<file path="src/rtl/eth_decap.sv">
// eth_decap: NetTLP RX decapsulator. Filters the Eth/IPv4/UDP/NetTLP header, strips it and writes
// the word-swapped TLP payload into the RX FIFO. Optional IPv4 header checksum check: NETTLP_RX_IPCHECK_EN.
module eth_decap #(
    parameter logic [15:0] udp_dport    = 16'h3000,
    parameter bit          ACCEPT_BCAST = 1'b1
) (
    input  logic        eth_clk,
    input  logic        eth_rst_n,
    input  logic        eth_tvalid,
    input  logic        eth_tlast,
    input  logic [7:0]  eth_tkeep,
    input  logic [63:0] eth_tdata,
    input  logic        eth_tuser,
    output logic        wr_en,
    output logic [63:0] wr_data,
    output logic [7:0]  wr_keep,
    output logic        wr_last,
    output logic        wr_user,
    output logic [15:0] wr_len,
    output logic [7:0]  wr_tag,
    input  logic        full,
    input  logic        prog_full,
    input  logic [47:0] local_mac,
    input  logic [31:0] local_ip,
    input  logic [31:0] peer_ip,
    output logic [31:0] cnt_ok,
    output logic [31:0] cnt_drop
);

    // state   | meaning
    // S_HDR   | collecting header beats 0..5, match decided at beat 5
    // S_DATA  | forwarding TLP beats to the FIFO
    // S_DROP  | discarding a rejected frame until tlast
    // S_ABORT | FIFO overflowed mid-TLP; discard input, then write error terminator
    typedef enum logic [1:0] {S_HDR, S_DATA, S_DROP, S_ABORT} state_t;

    state_t      r_state;
    logic [2:0]  r_beat;
    logic        r_in_frame;
    logic [47:0] r_dmac;
    logic [15:0] r_type;
    logic [7:0]  r_verihl;
    logic [7:0]  r_proto;
    logic [31:0] r_saddr;
    logic [31:0] r_daddr;
    logic [15:0] r_dport;
    logic [15:0] r_ulen;

    logic [7:0]  w_b [8];
    logic [63:0] w_swap;
    logic        w_dmac_ok;
    logic        w_csum_ok;
    logic        w_match;
    logic        w_term;
    logic        w_hdr_beat;
    logic        w_runt;
    logic        w_reject;
    logic        w_accept;
    logic [1:0]  w_drop_inc;

    always_comb begin
        for (int j = 0; j < 8; j++) begin
            w_b[j] = eth_tdata[8*j +: 8];
        end
    end

    assign w_swap = {w_b[4], w_b[5], w_b[6], w_b[7], w_b[0], w_b[1], w_b[2], w_b[3]};

`ifdef NETTLP_RX_IPCHECK_EN
    logic [19:0] r_csum_acc;
    logic [19:0] w_csum_add;
    logic [16:0] w_fold1;
    logic [15:0] w_fold2;

    // IP header spans byte 14 (beat 1) through byte 33 (beat 4)
    always_comb begin
        w_csum_add = 20'd0;
        case (r_beat)
            3'd1: w_csum_add = {4'd0, w_b[6], w_b[7]};
            3'd2, 3'd3: w_csum_add = {4'd0, w_b[0], w_b[1]} + {4'd0, w_b[2], w_b[3]}
                                   + {4'd0, w_b[4], w_b[5]} + {4'd0, w_b[6], w_b[7]};
            3'd4: w_csum_add = {4'd0, w_b[0], w_b[1]};
            default: w_csum_add = 20'd0;
        endcase
    end

    always_ff @(posedge eth_clk or negedge eth_rst_n) begin
        if (!eth_rst_n) begin
            r_csum_acc <= 20'd0;
        end else if (w_hdr_beat) begin
            r_csum_acc <= (r_beat == 3'd0) ? 20'd0 : r_csum_acc + w_csum_add;
        end
    end

    assign w_fold1   = {1'b0, r_csum_acc[15:0]} + {13'd0, r_csum_acc[19:16]};
    assign w_fold2   = w_fold1[15:0] + {15'd0, w_fold1[16]};
    assign w_csum_ok = (w_fold2 == 16'hFFFF);
`else
    assign w_csum_ok = 1'b1;
`endif

    assign w_dmac_ok = (r_dmac == local_mac) || (ACCEPT_BCAST && (r_dmac == 48'hFFFF_FFFF_FFFF));
    assign w_match   = w_dmac_ok && (r_type == 16'h0800) && (r_verihl == 8'h45) && (r_proto == 8'd17)
                    && (r_saddr == peer_ip) && (r_daddr == local_ip)
                    && (r_dport[15:8] == udp_dport[15:8]) && (r_ulen >= 16'd15) && w_csum_ok;

    // The terminator slot doubles as beat 0 of a frame arriving in the same cycle
    assign w_term     = (r_state == S_ABORT) && !r_in_frame && !full;
    assign w_hdr_beat = eth_tvalid && ((r_state == S_HDR) || w_term);
    assign w_runt     = w_hdr_beat && eth_tlast;
    assign w_accept   = w_hdr_beat && !eth_tlast && (r_beat == 3'd5) && w_match && !prog_full;
    assign w_reject   = w_hdr_beat && !eth_tlast && (r_beat == 3'd5) && !(w_match && !prog_full);
    assign w_drop_inc = {1'b0, w_term} + {1'b0, w_runt} + {1'b0, w_reject};

    always_ff @(posedge eth_clk or negedge eth_rst_n) begin
        if (!eth_rst_n) begin
            r_state    <= S_HDR;
            r_beat     <= 3'd0;
            r_in_frame <= 1'b0;
            r_dmac     <= 48'd0;
            r_type     <= 16'd0;
            r_verihl   <= 8'd0;
            r_proto    <= 8'd0;
            r_saddr    <= 32'd0;
            r_daddr    <= 32'd0;
            r_dport    <= 16'd0;
            r_ulen     <= 16'd0;
            wr_en      <= 1'b0;
            wr_data    <= 64'd0;
            wr_keep    <= 8'd0;
            wr_last    <= 1'b0;
            wr_user    <= 1'b0;
            wr_len     <= 16'd0;
            wr_tag     <= 8'd0;
            cnt_ok     <= 32'd0;
            cnt_drop   <= 32'd0;
        end else begin
            wr_en    <= 1'b0;
            cnt_drop <= cnt_drop + {30'd0, w_drop_inc};

            case (r_state)
                S_DATA: begin
                    if (eth_tvalid) begin
                        if (full) begin
                            r_state    <= S_ABORT;
                            r_in_frame <= !eth_tlast;
                        end else begin
                            wr_en   <= 1'b1;
                            wr_data <= w_swap;
                            wr_keep <= eth_tkeep;
                            wr_last <= eth_tlast;
                            wr_user <= eth_tlast & eth_tuser;
                            if (eth_tlast) begin
                                cnt_ok  <= cnt_ok + 32'd1;
                                r_state <= S_HDR;
                            end
                        end
                    end
                end
                S_DROP: begin
                    if (eth_tvalid && eth_tlast) begin
                        r_state <= S_HDR;
                    end
                end
                S_ABORT: begin
                    if (w_term) begin
                        wr_en   <= 1'b1;
                        wr_data <= 64'd0;
                        wr_keep <= 8'd0;
                        wr_last <= 1'b1;
                        wr_user <= 1'b1;
                        r_state <= S_HDR;
                    end else if (r_in_frame) begin
                        if (eth_tvalid && eth_tlast) begin
                            r_in_frame <= 1'b0;
                        end
                    end else if (eth_tvalid) begin
                        r_in_frame <= !eth_tlast;
                    end
                end
                default: ;
            endcase

            if (w_hdr_beat) begin
                case (r_beat)
                    3'd0: r_dmac <= {w_b[0], w_b[1], w_b[2], w_b[3], w_b[4], w_b[5]};
                    3'd1: begin
                        r_type   <= {w_b[4], w_b[5]};
                        r_verihl <= w_b[6];
                    end
                    3'd2: r_proto <= w_b[7];
                    3'd3: begin
                        r_saddr         <= {w_b[2], w_b[3], w_b[4], w_b[5]};
                        r_daddr[31:16]  <= {w_b[6], w_b[7]};
                    end
                    3'd4: begin
                        r_daddr[15:0] <= {w_b[0], w_b[1]};
                        r_dport       <= {w_b[4], w_b[5]};
                        r_ulen        <= {w_b[6], w_b[7]};
                    end
                    default: ;
                endcase

                if (eth_tlast || (r_beat == 3'd5)) begin
                    r_beat <= 3'd0;
                end else begin
                    r_beat <= r_beat + 3'd1;
                end

                if (w_accept) begin
                    r_state <= S_DATA;
                    wr_len  <= r_ulen - 16'd14;
                    wr_tag  <= r_dport[7:0] - udp_dport[7:0];
                end else if (w_reject) begin
                    r_state <= S_DROP;
                end
            end
        end
    end

endmodule

</file>
<file path="config.mk">
export PLATFORM = sky130hd
export DESIGN_NAME = eth_decap
export DESIGN_NICKNAME = d
export VERILOG_FILES = /design/src/rtl/eth_decap.sv
export SDC_FILE = /design/constraint.sdc
export NUM_CORES = 1
export LEC_CHECK = 0
export CAP_MARGIN = 20
export CORE_MARGIN = 3
export CORE_UTILIZATION = 45
export CTS_CLUSTER_DIAMETER = 100
export DETAILED_ROUTE_END_ITERATION = 7
export PLACE_DENSITY = 0.73
export SKIP_LAST_GASP = 1
export SLEW_MARGIN = 20
export SYNTH_ARGS = -nofsm -noshare
export SYNTH_HDL_FRONTEND = slang
export SYNTH_SLANG_ARGS = --single-unit
export TNS_END_PERCENT = 10
</file>
<file path="constraint.sdc">
create_clock -name eth_clk -period 6.6 [get_ports eth_clk]
set_clock_uncertainty 0.15 [all_clocks]
set_input_delay 1.32 -clock eth_clk [delete_from_list [all_inputs] [get_ports eth_clk]]
set_output_delay 1.32 -clock eth_clk [all_outputs]
set_load 0.02 [all_outputs]
</file>
# Yosys cells after proc, flatten, opt, wreduce, memory -nomap -nowiden
# Cells that the tools add are included.
totals:
  reg_bits: 345
  wordCells: 125
classes:
  add_sub_neg: 6
  order_cmp: 1
  eq_ne: 21
  mux: 36
  bitwise_logic: 2
  reduce_logical: 38
ops:
  columns: ["operator", "count"]
  rows:
  - ["$mux W64", 3]
  - ["$pmux W64 S2", 1]
  - ["$eq A32 B32 Y1", 2]
  - ["$eq A48 B48 Y1", 1]
  - ["$eq A48 B48 Y1 const B", 1]
  - ["$add A32 B1 Y32 const B", 1]
  - ["$add A32 B2 Y32", 1]
  - ["$mux W8", 3]
  - ["$logic_and A1 B1 Y1", 18]
  - ["$eq A16 B12 Y1 const B", 1]
  - ["$ge A16 B4 Y1 const B", 1]
  - ["$mux W2", 8]
  - ["$pmux W8 S2", 1]
  - ["$sub A16 B4 Y16 const B", 1]
  - ["$mux W1", 14]
  - ["$reduce_and A2 Y1", 6]
  - ["$reduce_and A4 Y1", 3]
  - ["$ne A2 B2 Y1 const B", 5]
  - ["$eq A8 B5 Y1 const B", 1]
  - ["$eq A8 B6 Y1 const B", 1]
  - ["$eq A8 B7 Y1 const B", 1]
  - ["$pmux W1 S2", 4]
  - ["$eq A3 B2 Y1 const B", 2]
  - ["$eq A3 B3 Y1 const B", 2]
  - ["15 further kinds", 22]

# Depth between registers and ports, before layout
# Gate-level depths: netlist of the first run.
logic_depth:
  ltp_word: 15
  mapped_depth: 15

# Worst setup path before layout of the first run
# OpenSTA, ideal clock, no wires.
synth_path:
  path_type: "input port to flip-flop"
  start: "input local_ip[24]"
  end: "register cnt_drop[30]"
  t_arrival_ps: 4665
  required_ps: 6370
  slack_ps: 1705
  cell_stages: 15
  n_path_buf: 0
  path_cell_list: "xor2_1 nor4_1 nand4_1 a2111oi_4 nand4_4 nor2b_1 fa_1 ha_1 fa_1 and4_1 inv_1 nor4_2 nand3_1 nor2_1 xor2_1"
synth_between:
  elab_chain_cells: 9
synth_rtl:
  columns: ["item", "line_no", "text"]
  rows:
  - ["start, declared", "24", "input logic [31:0] local_ip,"]
  - ["$eq A32 B32 Y1", "104", "&& (r_saddr == peer_ip) && (r_daddr == local_ip)"]
  - ["$logic_and A1 B1 Y1", "104", null]
  - ["$logic_and A1 B1 Y1 (2 in a row)", "105", "&& (r_dport[15:8] == udp_dport[15:8]) && (r_ulen >= 16'd15) && w_csum_ok;"]
  - ["$logic_and A1 B1 Y1", "112", "assign w_reject = w_hdr_beat && !eth_tlast && (r_beat == 3'd5) && !(w_match && !prog_full);"]
  - ["$logic_not A1 Y1", "112", null]
  - ["$logic_and A1 B1 Y1", "112", null]
  - ["$add A2 B1 Y2", "113", "assign w_drop_inc = {1'b0, w_term} + {1'b0, w_runt} + {1'b0, w_reject};"]
  - ["$add A32 B2 Y32", "139", "cnt_drop <= cnt_drop + {30'd0, w_drop_inc};"]
  - ["end signal, assigned", "139", null]
  - ["end, declared", "27", "output logic [31:0] cnt_drop"]
# No other way between the ends.
# A chain may end at the register's enable or synchronous reset.

# Worst setup path after layout of the first run
layout_path:
  start: "input local_ip[24]"
  end: "register cnt_drop[28]"
# The elaborated chain is that of the path after synthesis.

==> results_tabular.tex, run 1 <==
\begin{tabular}{lr}
\hline
Metric & Value \\
\hline
\multicolumn{2}{l}{\textbf{Run status}} \\
\quad Run status & finished clean \\
\multicolumn{2}{l}{\textbf{Timing}} \\
\quad Headroom to the max-slew limit & 30.50\% \\
\quad Slew of the pin with the lowest slew margin & $\sim$1.0 ns \\
\quad Unrepaired setup endpoints after global routing & no \\
\quad Final critical-path required period & 5.524 ns \\
\quad Setup violators final & 0 \\
\quad Max Clk Rate & 181.0 MHz \\
\quad Ratio of final minimum period to clock period & 83.70\% \\
\quad Final-layout setup total negative slack & 0 ns \\
\quad Fin. Hold Viols & 0 \\
\quad Final-report max-slew violation count & 0 \\
\multicolumn{2}{l}{\textbf{Clocking}} \\
\quad Clock transition at the registers of the reported paths & 0.06 ns \\
\quad Clock Sink Count & 345 \\
\quad Clock tree from TritonCTS & built \\
\quad Number of buffers added by the clock tree synthesis step & 39 \\
\quad Count of instances resized after the clock tree is built & 0 \\
\quad Clock latency of the later-clocked register in the worst-skew pair & 0.52 ns \\
\quad H-Tree Level Count & 2 \\
\quad Buffer levels on the longest clock path & 3 \\
\quad Clock tree root buffer cell & sky130\_fd\_sc\_hd\_\_clkbuf\_16 \\
\quad Hold bufs inserted after CTS & 0 \\
\quad Total setup buffers inserted after CTS & 0 \\
\multicolumn{2}{l}{\textbf{Final layout}} \\
\quad Final layout net count & 1822 \\
\quad Fraction of final layout cells with drive strength greater than 1 & 13.11\% \\
\quad Final standard cell area without fillers & 20640 µm² \\
\quad Filler cells & 2705 \\
\quad Syn-to-layout area delta & 34.48\% \\
\quad Post-layout instance count excluding filler cells & 2099 \\
\multicolumn{2}{l}{\textbf{Placed design}} \\
\quad Placer Congestion & between 0.9 and 1 \\
\quad Cell area reported after detailed placement & around 19000 µm² \\
\quad DP Wirelength & 33.21 mm \\
\quad Number of buffers inserted by port buffering & 353 \\
\quad Number of placed instances, taps included & 2027 \\
\multicolumn{2}{l}{\textbf{Setup path}} \\
\quad Setup slack of the worst register-to-register path & between 1.5 and 2 ns \\
\quad Data arrival time at the worst-slack endpoint & 5.80 ns \\
\quad Highest net fanout along the worst path & 4 \\
\quad Number of cell instances on the worst register-to-register path & 14 \\
\quad Data required, critical path & 6.88 ns \\
\quad Critical R2R Capture & cnt\_drop[28] \\
\quad Startpoint of the worst-slack reg-to-reg timing path & r\_state[0] \\
\quad Startpoint types & primary input \\
\quad Worst setup path category & primary input to register \\
\quad Nature of the critical path endpoint & register \\
\multicolumn{2}{l}{\textbf{Flow run}} \\
\quad Maximum Capacitance Violations & 0 \\
\multicolumn{2}{l}{\textbf{Die}} \\
\quad Row cnt & 67 \\
\quad Width of the chip & around 190 µm \\
\quad Die extent in y & 190.7 µm \\
\quad Die ar. & between 30000 and 40000 µm² \\
\quad Core Footprint & about 34000 µm² \\
\quad Initial core utilization & 45.66\% \\
\quad I/O Pins & around 350 \\
\multicolumn{2}{l}{\textbf{Logic synthesis}} \\
\quad Number of unique standard cell types used by synthesis & just under 60 \\
\quad Net Count, Synth & 1464 \\
\quad Avg Cell Area, Syn & 12.16 µm² \\
\quad Synth Register Bits & $\sim$350 \\
\quad Most common flop cell mapped by yosys & sky130\_fd\_sc\_hd\_\_dfrtp\_1 \\
\quad Count of warnings emitted by yosys & 0 \\
\quad Share of synthesized registers carrying an async set or reset & between 90\% and 100\% \\
\quad Cell count after synthesis & 1262 \\
\quad Total standard cell area after synthesis & 15350 µm² \\
\quad EDFF count, synth & 0 \\
\quad Portion of the post-synthesis area used by sequential elements & roughly 56\% \\
\multicolumn{2}{l}{\textbf{Drt}} \\
\quad DR vias/cell & 5.323 \\
\quad First-pass iteration count of the detailed router & 6 \\
\quad Routed length per placed instance & around 22 µm \\
\quad Count of routing violations after the opening detailed-route iteration & 773 \\
\quad Post-detailed-route DRC marker count & 0 \\
\quad Total via count after detailed routing & 11170 \\
\quad Post-Route WL & between 40 and 50 mm \\
\quad Post-route antenna net violation count & 0 \\
\multicolumn{2}{l}{\textbf{Global route}} \\
\quad Antenna violations before repair & 10 \\
\quad Sum of overflow across all layers after global routing & 0 \\
\quad Wire length of the first global-routing pass & around 70 mm \\
\quad GR Util All Layers & around a quarter \\
\quad Vias in the first global route & 11560 \\
\quad Maximum number of pins on one net before global-route repair & 170 \\
\multicolumn{2}{l}{\textbf{Worst hold path}} \\
\quad Worst hold path stage count & 2 \\
\quad Hold wc startpoint & wr\_data[37] \\
\quad Hold path endpoint & wr\_data[37] \\
\quad Hold Path Class & register to register \\
\multicolumn{2}{l}{\textbf{Power and ir drop}} \\
\quad Worst supply voltage drop on vdd & approximately 0.18 mV \\
\quad PwrDens & 316.8 nW/µm² \\
\quad Leakage power total & 9.329 nW \\
\hline
\end{tabular}
==> layer usage <==
layer / part of all wire (%) / vias up / GRT usage, %
li1: - / 5112 / -
met1: 43 / 5595 / 33.95
met2: 47 / 375 / 39.79
met3: 7.4 / 80 / 6.176
met4: 2.5 / 12 / 6.802
met5: 0.14 / - / 0
==> Yosys cell counts (5+ instances only) <==
master / number / share of area, %
sky130_fd_sc_hd__a21oi_1: 8 / 0.26
sky130_fd_sc_hd__and3_1: 14 / 0.57
sky130_fd_sc_hd__and4_1: 5 / 0.29
sky130_fd_sc_hd__buf_1: 5 / 0.12
sky130_fd_sc_hd__buf_2: 11 / 0.36
sky130_fd_sc_hd__clkbuf_1: 25 / 0.61
sky130_fd_sc_hd__dfrtp_1: 345 / 56
sky130_fd_sc_hd__ha_1: 9 / 0.73
sky130_fd_sc_hd__inv_1: 19 / 0.46
sky130_fd_sc_hd__mux2_1: 78 / 5.7
sky130_fd_sc_hd__mux2_2: 105 / 7.7
sky130_fd_sc_hd__mux2_4: 18 / 1.8
sky130_fd_sc_hd__nand2_1: 183 / 4.5
sky130_fd_sc_hd__nand3_1: 96 / 3.1
sky130_fd_sc_hd__nand4_1: 37 / 1.5
sky130_fd_sc_hd__nor2_1: 26 / 0.64
sky130_fd_sc_hd__nor2b_1: 11 / 0.45
sky130_fd_sc_hd__nor3_1: 6 / 0.20
sky130_fd_sc_hd__nor4_1: 30 / 1.2
sky130_fd_sc_hd__o21ai_0: 6 / 0.20
sky130_fd_sc_hd__o22ai_1: 6 / 0.24
sky130_fd_sc_hd__xnor2_1: 70 / 4.0
sky130_fd_sc_hd__xor2_1: 98 / 5.6
==> worst max path at each step <==
stage                         to  slack, ns    startpoint  depth (start not counted)
floorplan           cnt_drop[30]       1.71  local_ip[24]                         15
global placement    cnt_drop[28]       0.59    peer_ip[4]                         16
detailed placement  cnt_drop[30]       0.55   local_ip[1]                         16
CTS                 cnt_drop[28]       1.11   local_ip[1]                         16
global route        cnt_drop[31]       0.89  local_ip[25]                         16
finish              cnt_drop[28]       1.08  local_ip[24]                         16
==> state kept, by name, summed over array words and instances, names as in the netlist, 16 cells and up, named ones only <==
register,cells
r_saddr,32
r_dmac,48
r_ulen,16
cnt_drop,32
r_dport,16
r_daddr,32
r_type,16
wr_len,16
cnt_ok,32
wr_data,64
==> worst max-delay path, cell delays in order <==
cell and delay, ns:
sky130_fd_sc_hd__clkdlybuf4s50_1 0.41, sky130_fd_sc_hd__xor2_1 0.19, sky130_fd_sc_hd__nor4_1 0.48, sky130_fd_sc_hd__nand4_1 0.28, sky130_fd_sc_hd__a2111oi_4 0.42, sky130_fd_sc_hd__nand4_4 0.18, sky130_fd_sc_hd__nor2b_1 0.21, sky130_fd_sc_hd__fa_1 0.51
sky130_fd_sc_hd__ha_1 0.20, sky130_fd_sc_hd__fa_1 0.26, sky130_fd_sc_hd__and4_1 0.30, sky130_fd_sc_hd__inv_1 0.10, sky130_fd_sc_hd__nor4_2 0.42, sky130_fd_sc_hd__nand3_1 0.21, sky130_fd_sc_hd__nor2_1 0.17, sky130_fd_sc_hd__xor2_1 0.14
==> per-stage QoR <==
step                      hold WS, ns  total power [mW]  util (%)  setup WS, ns
after CTS                      0.3196             6.589     61.37         1.106
after global routing           0.3399             6.860     61.41        0.8884
after floorplan                0.3051             3.802         -         1.705
after global placement         0.2987             4.343     57.50        0.5935
after detailed placement       0.3069             4.408     57.50        0.5531
final                          0.3161             6.538     61.41         1.076
==> area by class of cell <==
| cell class | count | area, µm² | share of cell area [%] |
|---|---|---|---|
| tap | 448 | 560.5 | 2.715 |
| multi-input combinational | 852 | 6444 | 31.22 |
| inverter | 20 | 75.07 | 0.3637 |
| clock buffer | 54 | 1164 | 5.637 |
| timing repair buffer | 362 | 3618 | 17.53 |
| sequential | 345 | 8633 | 41.82 |
| antenna | 4 | 10.01 | 0.04849 |
| clock inverter | 14 | 137.6 | 0.6667 |
==> cell usage in the layout (no fill, tap or decap), types with 3 or more instances in the layout <==
master,netlist,final
sky130_fd_sc_hd__clkinv_2,0,9
sky130_fd_sc_hd__nor2b_1,11,11
sky130_fd_sc_hd__nand4_1,37,37
sky130_fd_sc_hd__mux2_4,18,18
sky130_fd_sc_hd__nand3_1,96,95
sky130_fd_sc_hd__xnor2_1,70,70
sky130_fd_sc_hd__mux2_1,78,78
sky130_fd_sc_hd__xor2_1,98,98
sky130_fd_sc_hd__nor2_1,26,25
sky130_fd_sc_hd__dfrtp_1,345,345
sky130_fd_sc_hd__nor4_2,3,3
sky130_fd_sc_hd__nand2_1,183,180
sky130_fd_sc_hd__o22ai_1,6,6
sky130_fd_sc_hd__and4_1,5,5
sky130_fd_sc_hd__ha_1,9,9
sky130_fd_sc_hd__mux2_2,105,105
sky130_fd_sc_hd__a2111oi_0,3,3
sky130_fd_sc_hd__buf_4,2,8
sky130_fd_sc_hd__nor3_1,6,5
sky130_fd_sc_hd__diode_2,0,4
sky130_fd_sc_hd__and3_1,14,14
sky130_fd_sc_hd__o21ai_0,6,6
sky130_fd_sc_hd__inv_1,19,19
sky130_fd_sc_hd__clkdlybuf4s50_1,0,352
sky130_fd_sc_hd__clkbuf_16,0,40
sky130_fd_sc_hd__or3_1,3,3
sky130_fd_sc_hd__a21oi_1,8,8
sky130_fd_sc_hd__nor4_1,30,30
sky130_fd_sc_hd__clkbuf_1,25,3
sky130_fd_sc_hd__nand2_2,0,3
sky130_fd_sc_hd__clkbuf_8,0,11
==> logic make-up after synthesis <==
group                    count (synthesis)  share of synthesized area [%]
AO/OA/AOI/OAI                           38                          1.793
XOR/XNOR                               168                          9.586
adder cells (fa/ha/maj)                 11                         0.9945
buffers and inverters                   65                          1.940
flip-flops                             345                          56.24
multiplexers                           201                          15.19
AND/OR/NAND/NOR                        434                          14.26
==> where the power goes <==
| part | total (mW) | switching [mW] | leakage (nW) | internal, mW |
|---|---|---|---|---|
| sequential | 3.09 | 0.464 | 4.49 | 2.63 |
| clock | 2.16 | 0.852 | 0.651 | 1.31 |
| combinational | 1.29 | 0.568 | 4.19 | 0.719 |
| total | 6.54 | 1.88 | 9.33 | 4.65 |
Power figures use the tool's default switching activity.
==> inputs of run 2 (changes only) <==
==> constraint.sdc (replaced) <==
create_clock -name eth_clk -period 5.26 [get_ports eth_clk]
set_clock_uncertainty 0.15 [all_clocks]
set_input_delay 1.052 -clock eth_clk [delete_from_list [all_inputs] [get_ports eth_clk]]
set_output_delay 1.052 -clock eth_clk [all_outputs]
set_load 0.02 [all_outputs]
==> run 2 against run 1 <==
Against the previous run:
- register-to-register slack got worse by 0.85 ns
- combinational power rose by 28%
- worst setup slack got worse by 0.77 ns
- via count increased by 1.2%
- critical endpoint unchanged
- largest power group unchanged
- highest routed layer unchanged
==> results_tabular.tex, run 2 (same netlist as run 1, synthesis figures left out) <==
\begin{tabular}{lr}
\hline
Metric & Value \\
\hline
\multicolumn{2}{l}{\textbf{Setup path}} \\
\quad Worst setup path category & primary input to register \\
\quad Ordered list of cells on the worst path & clkdlybuf4s50\_1, xnor2\_1, nand4\_1, buf\_4, nor4\_1, and3\_1, nand4\_4, nor2b\_1, fa\_1, ha\_1, fa\_1, and4\_1, inv\_1, nor4\_2, nand3\_1, nor2\_1, xor2\_1 \\
\quad Data arrival time at the worst-slack endpoint & 5.23 ns \\
\quad Critical R2R Capture & cnt\_drop[28] \\
\quad Timing endpoint of the critical path & cnt\_drop[28] \\
\quad Number of cell instances on the worst register-to-register path & 16 \\
\quad Highest net fanout along the worst path & 3 \\
\quad Highest-delay cell along the critical path & sky130\_fd\_sc\_hd\_\_fa\_1 \\
\quad Crit. Startpoint & peer\_ip[22] \\
\quad Worst Path Buf+Inv & 3 \\
\quad Number of stages on the worst setup path & 17 \\
\quad Startpoint of the worst-slack reg-to-reg timing path & r\_dmac[7] \\
\quad Setup slack of the worst register-to-register path & 0.87 ns \\
\quad Cell seen most often among critical-path stages & sky130\_fd\_sc\_hd\_\_fa\_1 \\
\quad Startpoint types & primary input \\
\quad Data required, critical path & 5.54 ns \\
\quad Nature of the critical path endpoint & register \\
\quad CP peak stage delay & 0.49 ns \\
\quad Category of cells accounting for the largest share of critical-path delay & simple AND/OR/NAND/NOR gates \\
\multicolumn{2}{l}{\textbf{Drt}} \\
\quad Routed length per placed instance & roughly 22 µm \\
\quad First-pass iteration count of the detailed router & 5 \\
\quad Total via count after detailed routing & around 11000 \\
\quad DR vias/cell & 5.332 \\
\quad Post-Route WL & around 46 mm \\
\quad Post-detailed-route DRC marker count & 0 \\
\quad Post-route antenna net violation count & 0 \\
\quad Count of routing violations after the opening detailed-route iteration & 525 \\
\multicolumn{2}{l}{\textbf{Power and ir drop}} \\
\quad Net switching component of the power & between 2 and 2.5 mW \\
\quad Switching fraction of total power & 29.25\% \\
\quad Clock power frac & 32.8\% \\
\quad Worst supply voltage drop on vdd & around 0.22 mV \\
\quad Fraction of power consumed by combinational cells & 20.0\% \\
\quad Sequential cell fraction of total power & 47.1\% \\
\quad Leakage power total & 9.427 nW \\
\quad PwrDens & 395.6 nW/µm² \\
\quad Internal power & 5.822 mW \\
\multicolumn{2}{l}{\textbf{Flow run}} \\
\quad Maximum Capacitance Violations & 0 \\
\multicolumn{2}{l}{\textbf{Die}} \\
\quad Row cnt & 67 \\
\quad Die ar. & 36360 µm² \\
\quad Core Footprint & 33620 µm² \\
\quad Die extent in y & 190.7 µm \\
\quad I/O Pins & around 350 \\
\quad Initial core utilization & 45.66\% \\
\quad Width of the chip & between 150 and 200 µm \\
\multicolumn{2}{l}{\textbf{Clocking}} \\
\quad Clock transition at the registers of the reported paths & approximately 0.060 ns \\
\quad Buffer levels on the longest clock path & 3 \\
\quad Clock latency of the later-clocked register in the worst-skew pair & 0.52 ns \\
\quad Total setup buffers inserted after CTS & 0 \\
\quad Number of buffers added by the clock tree synthesis step & 38 \\
\quad Clock Sink Count & 345 \\
\quad H-Tree Level Count & 2 \\
\quad Clock tree root buffer cell & sky130\_fd\_sc\_hd\_\_clkbuf\_16 \\
\quad Hold bufs inserted after CTS & 0 \\
\quad Clock tree from TritonCTS & built \\
\quad Count of instances resized after the clock tree is built & 0 \\
\multicolumn{2}{l}{\textbf{Timing}} \\
\quad Fin. Hold Viols & 0 \\
\quad Slew of the pin with the lowest slew margin & 0.9924 ns \\
\quad Unrepaired setup endpoints after global routing & no \\
\quad Headroom to the max-slew limit & approximately a third \\
\quad Final-report max-slew violation count & 0 \\
\quad Setup violators final & 0 \\
\quad Ratio of final minimum period to clock period & 94.22\% \\
\quad Final critical-path required period & around 5.0 ns \\
\quad Max Clk Rate & 201.8 MHz \\
\multicolumn{2}{l}{\textbf{Placed design}} \\
\quad Number of buffers inserted by port buffering & around 350 \\
\quad Placer Congestion & 0.8663 \\
\quad DP Wirelength & 33.56 mm \\
\quad Number of placed instances, taps included & 2048 \\
\quad Cell area reported after detailed placement & 19510 µm² \\
\multicolumn{2}{l}{\textbf{Worst hold path}} \\
\quad Hold wc startpoint & wr\_data[1] \\
\quad Hold Path Class & register to register \\
\multicolumn{2}{l}{\textbf{Global route}} \\
\quad Sum of overflow across all layers after global routing & 0 \\
\quad Vias in the first global route & 11710 \\
\quad Wire length of the first global-routing pass & 70.17 mm \\
\quad GR Util All Layers & 25.29\% \\
\quad Antenna violations before repair & 8 \\
\quad Maximum number of pins on one net before global-route repair & 95 \\
\multicolumn{2}{l}{\textbf{Final layout}} \\
\quad Largest register FFs & 64 \\
\quad Top library cells by usage in the layout, fill and taps aside & sky130\_fd\_sc\_hd\_\_clkdlybuf4s50\_1 (352), sky130\_fd\_sc\_hd\_\_dfrtp\_1 (345), sky130\_fd\_sc\_hd\_\_nand2\_1 (180), sky130\_fd\_sc\_hd\_\_mux2\_2 (105), sky130\_fd\_sc\_hd\_\_xor2\_1 (98) \\
\quad Leading cell type in the layout, fill and taps excluded & sky130\_fd\_sc\_hd\_\_clkdlybuf4s50\_1 \\
\quad Regs by FF count & wr\_data: 64 flops, r\_dmac: 48 flops \\
\quad Syn-to-layout area delta & 35.52\% \\
\quad Final layout net count & 1842 \\
\quad Fraction of final layout cells with drive strength greater than 1 & 14.26\% \\
\quad Reg with most FFs & wr\_data \\
\quad Post-layout instance count excluding filler cells & 2121 \\
\quad Final standard cell area without fillers & 20800 µm² \\
\multicolumn{2}{l}{\textbf{Run status}} \\
\quad Run status & finished clean \\
\hline
\end{tabular}
-- run 2: cell types whose count changed in the layout (fill, tap and decap cells not counted), moves of 2 or more --
| cell | change |
|---|---|
| sky130_fd_sc_hd__clkbuf_8 | -5 |
| sky130_fd_sc_hd__buf_4 | +19 |
| sky130_fd_sc_hd__buf_12 | +2 |
| sky130_fd_sc_hd__clkinv_4 | +3 |
-- run 2: stage by stage --
| stage | setup WS (ns) | hold WS, ns | utilization [%] | setup TNS [ns] | total power, mW |
|---|---|---|---|---|---|
| 2_1_floorplan | 0.6332 | 0.3051 | - | 0 | 4.770 |
| 3_3_place_gp | -0.2180 | 0.2975 | 58.04 | -0.8283 | 5.482 |
| 3_5_place_dp | -0.2972 | 0.3052 | 58.04 | -1.348 | 5.554 |
| 4_1_cts | 0.2523 | 0.3180 | 61.83 | 0 | 8.284 |
| 5_1_grt | 0.003091 | 0.3404 | 61.87 | 0 | 8.628 |
| 6_report | 0.3041 | 0.3144 | 61.88 | 0 | 8.230 |
-- run 2: worst min-delay path by stage --
stage,endpoint,slack [ns],cells past startpoint
after floorplan,r_verihl[2],0.31,1
after global placement,wr_data[46],0.30,2
after detailed placement,wr_data[1],0.31,2
after CTS,wr_data[1],0.32,2
after global routing,wr_data[48],0.34,2
final,wr_data[1],0.31,2
-- run 2: area by class of cell --
type | count | area [µm²]
fillers | 2655 | 12810
flip-flops and latches | 345 | 8633
multi-input cells | 852 | 6449
repair buffers | 383 | 3801
clock buffers | 49 | 1074
well taps | 448 | 560.5
clock inverters | 20 | 198.9
inverters | 20 | 75.07
diodes | 4 | 10.01
-- run 2: power by group through the flow --
stage	clock (mW)	combinational, mW	sequential (mW)
2_1_floorplan	0	1.05	3.72
3_3_place_gp	0	1.61	3.88
3_5_place_dp	0	1.65	3.91
4_1_cts	2.76	1.66	3.86
5_1_grt	2.87	1.80	3.95
6_report	2.70	1.65	3.88
-- run 2: metal layers --
layer / part of all wire, % / vias to the layer above / track usage (%)
met5: 0.074 / - / 0
met3: 6.9 / 81 / 5.864
met1: 43 / 5703 / 34.59
li1: - / 5149 / -
met4: 2.7 / 4 / 7.564
met2: 47 / 372 / 40.51
-- run 2: tightest hold or removal path, delay by kind of cell, from the launching register on --
kind | cells | cell delay, ns
DFF | 1 | 0.34
and+or+nand+nor | 2 | 0.10
==> inputs of run 3 (changes only) <==
--- a/config.mk
+++ b/config.mk
@@ -11,7 +11,6 @@
 export CTS_CLUSTER_DIAMETER = 100
 export DETAILED_ROUTE_END_ITERATION = 7
 export PLACE_DENSITY = 0.73
-export SKIP_LAST_GASP = 1
 export SLEW_MARGIN = 20
 export SYNTH_ARGS = -nofsm -noshare
 export SYNTH_HDL_FRONTEND = slang
==> results of run 3 <==
The final DEF is identical to that of run 2; final timing and power are the same.
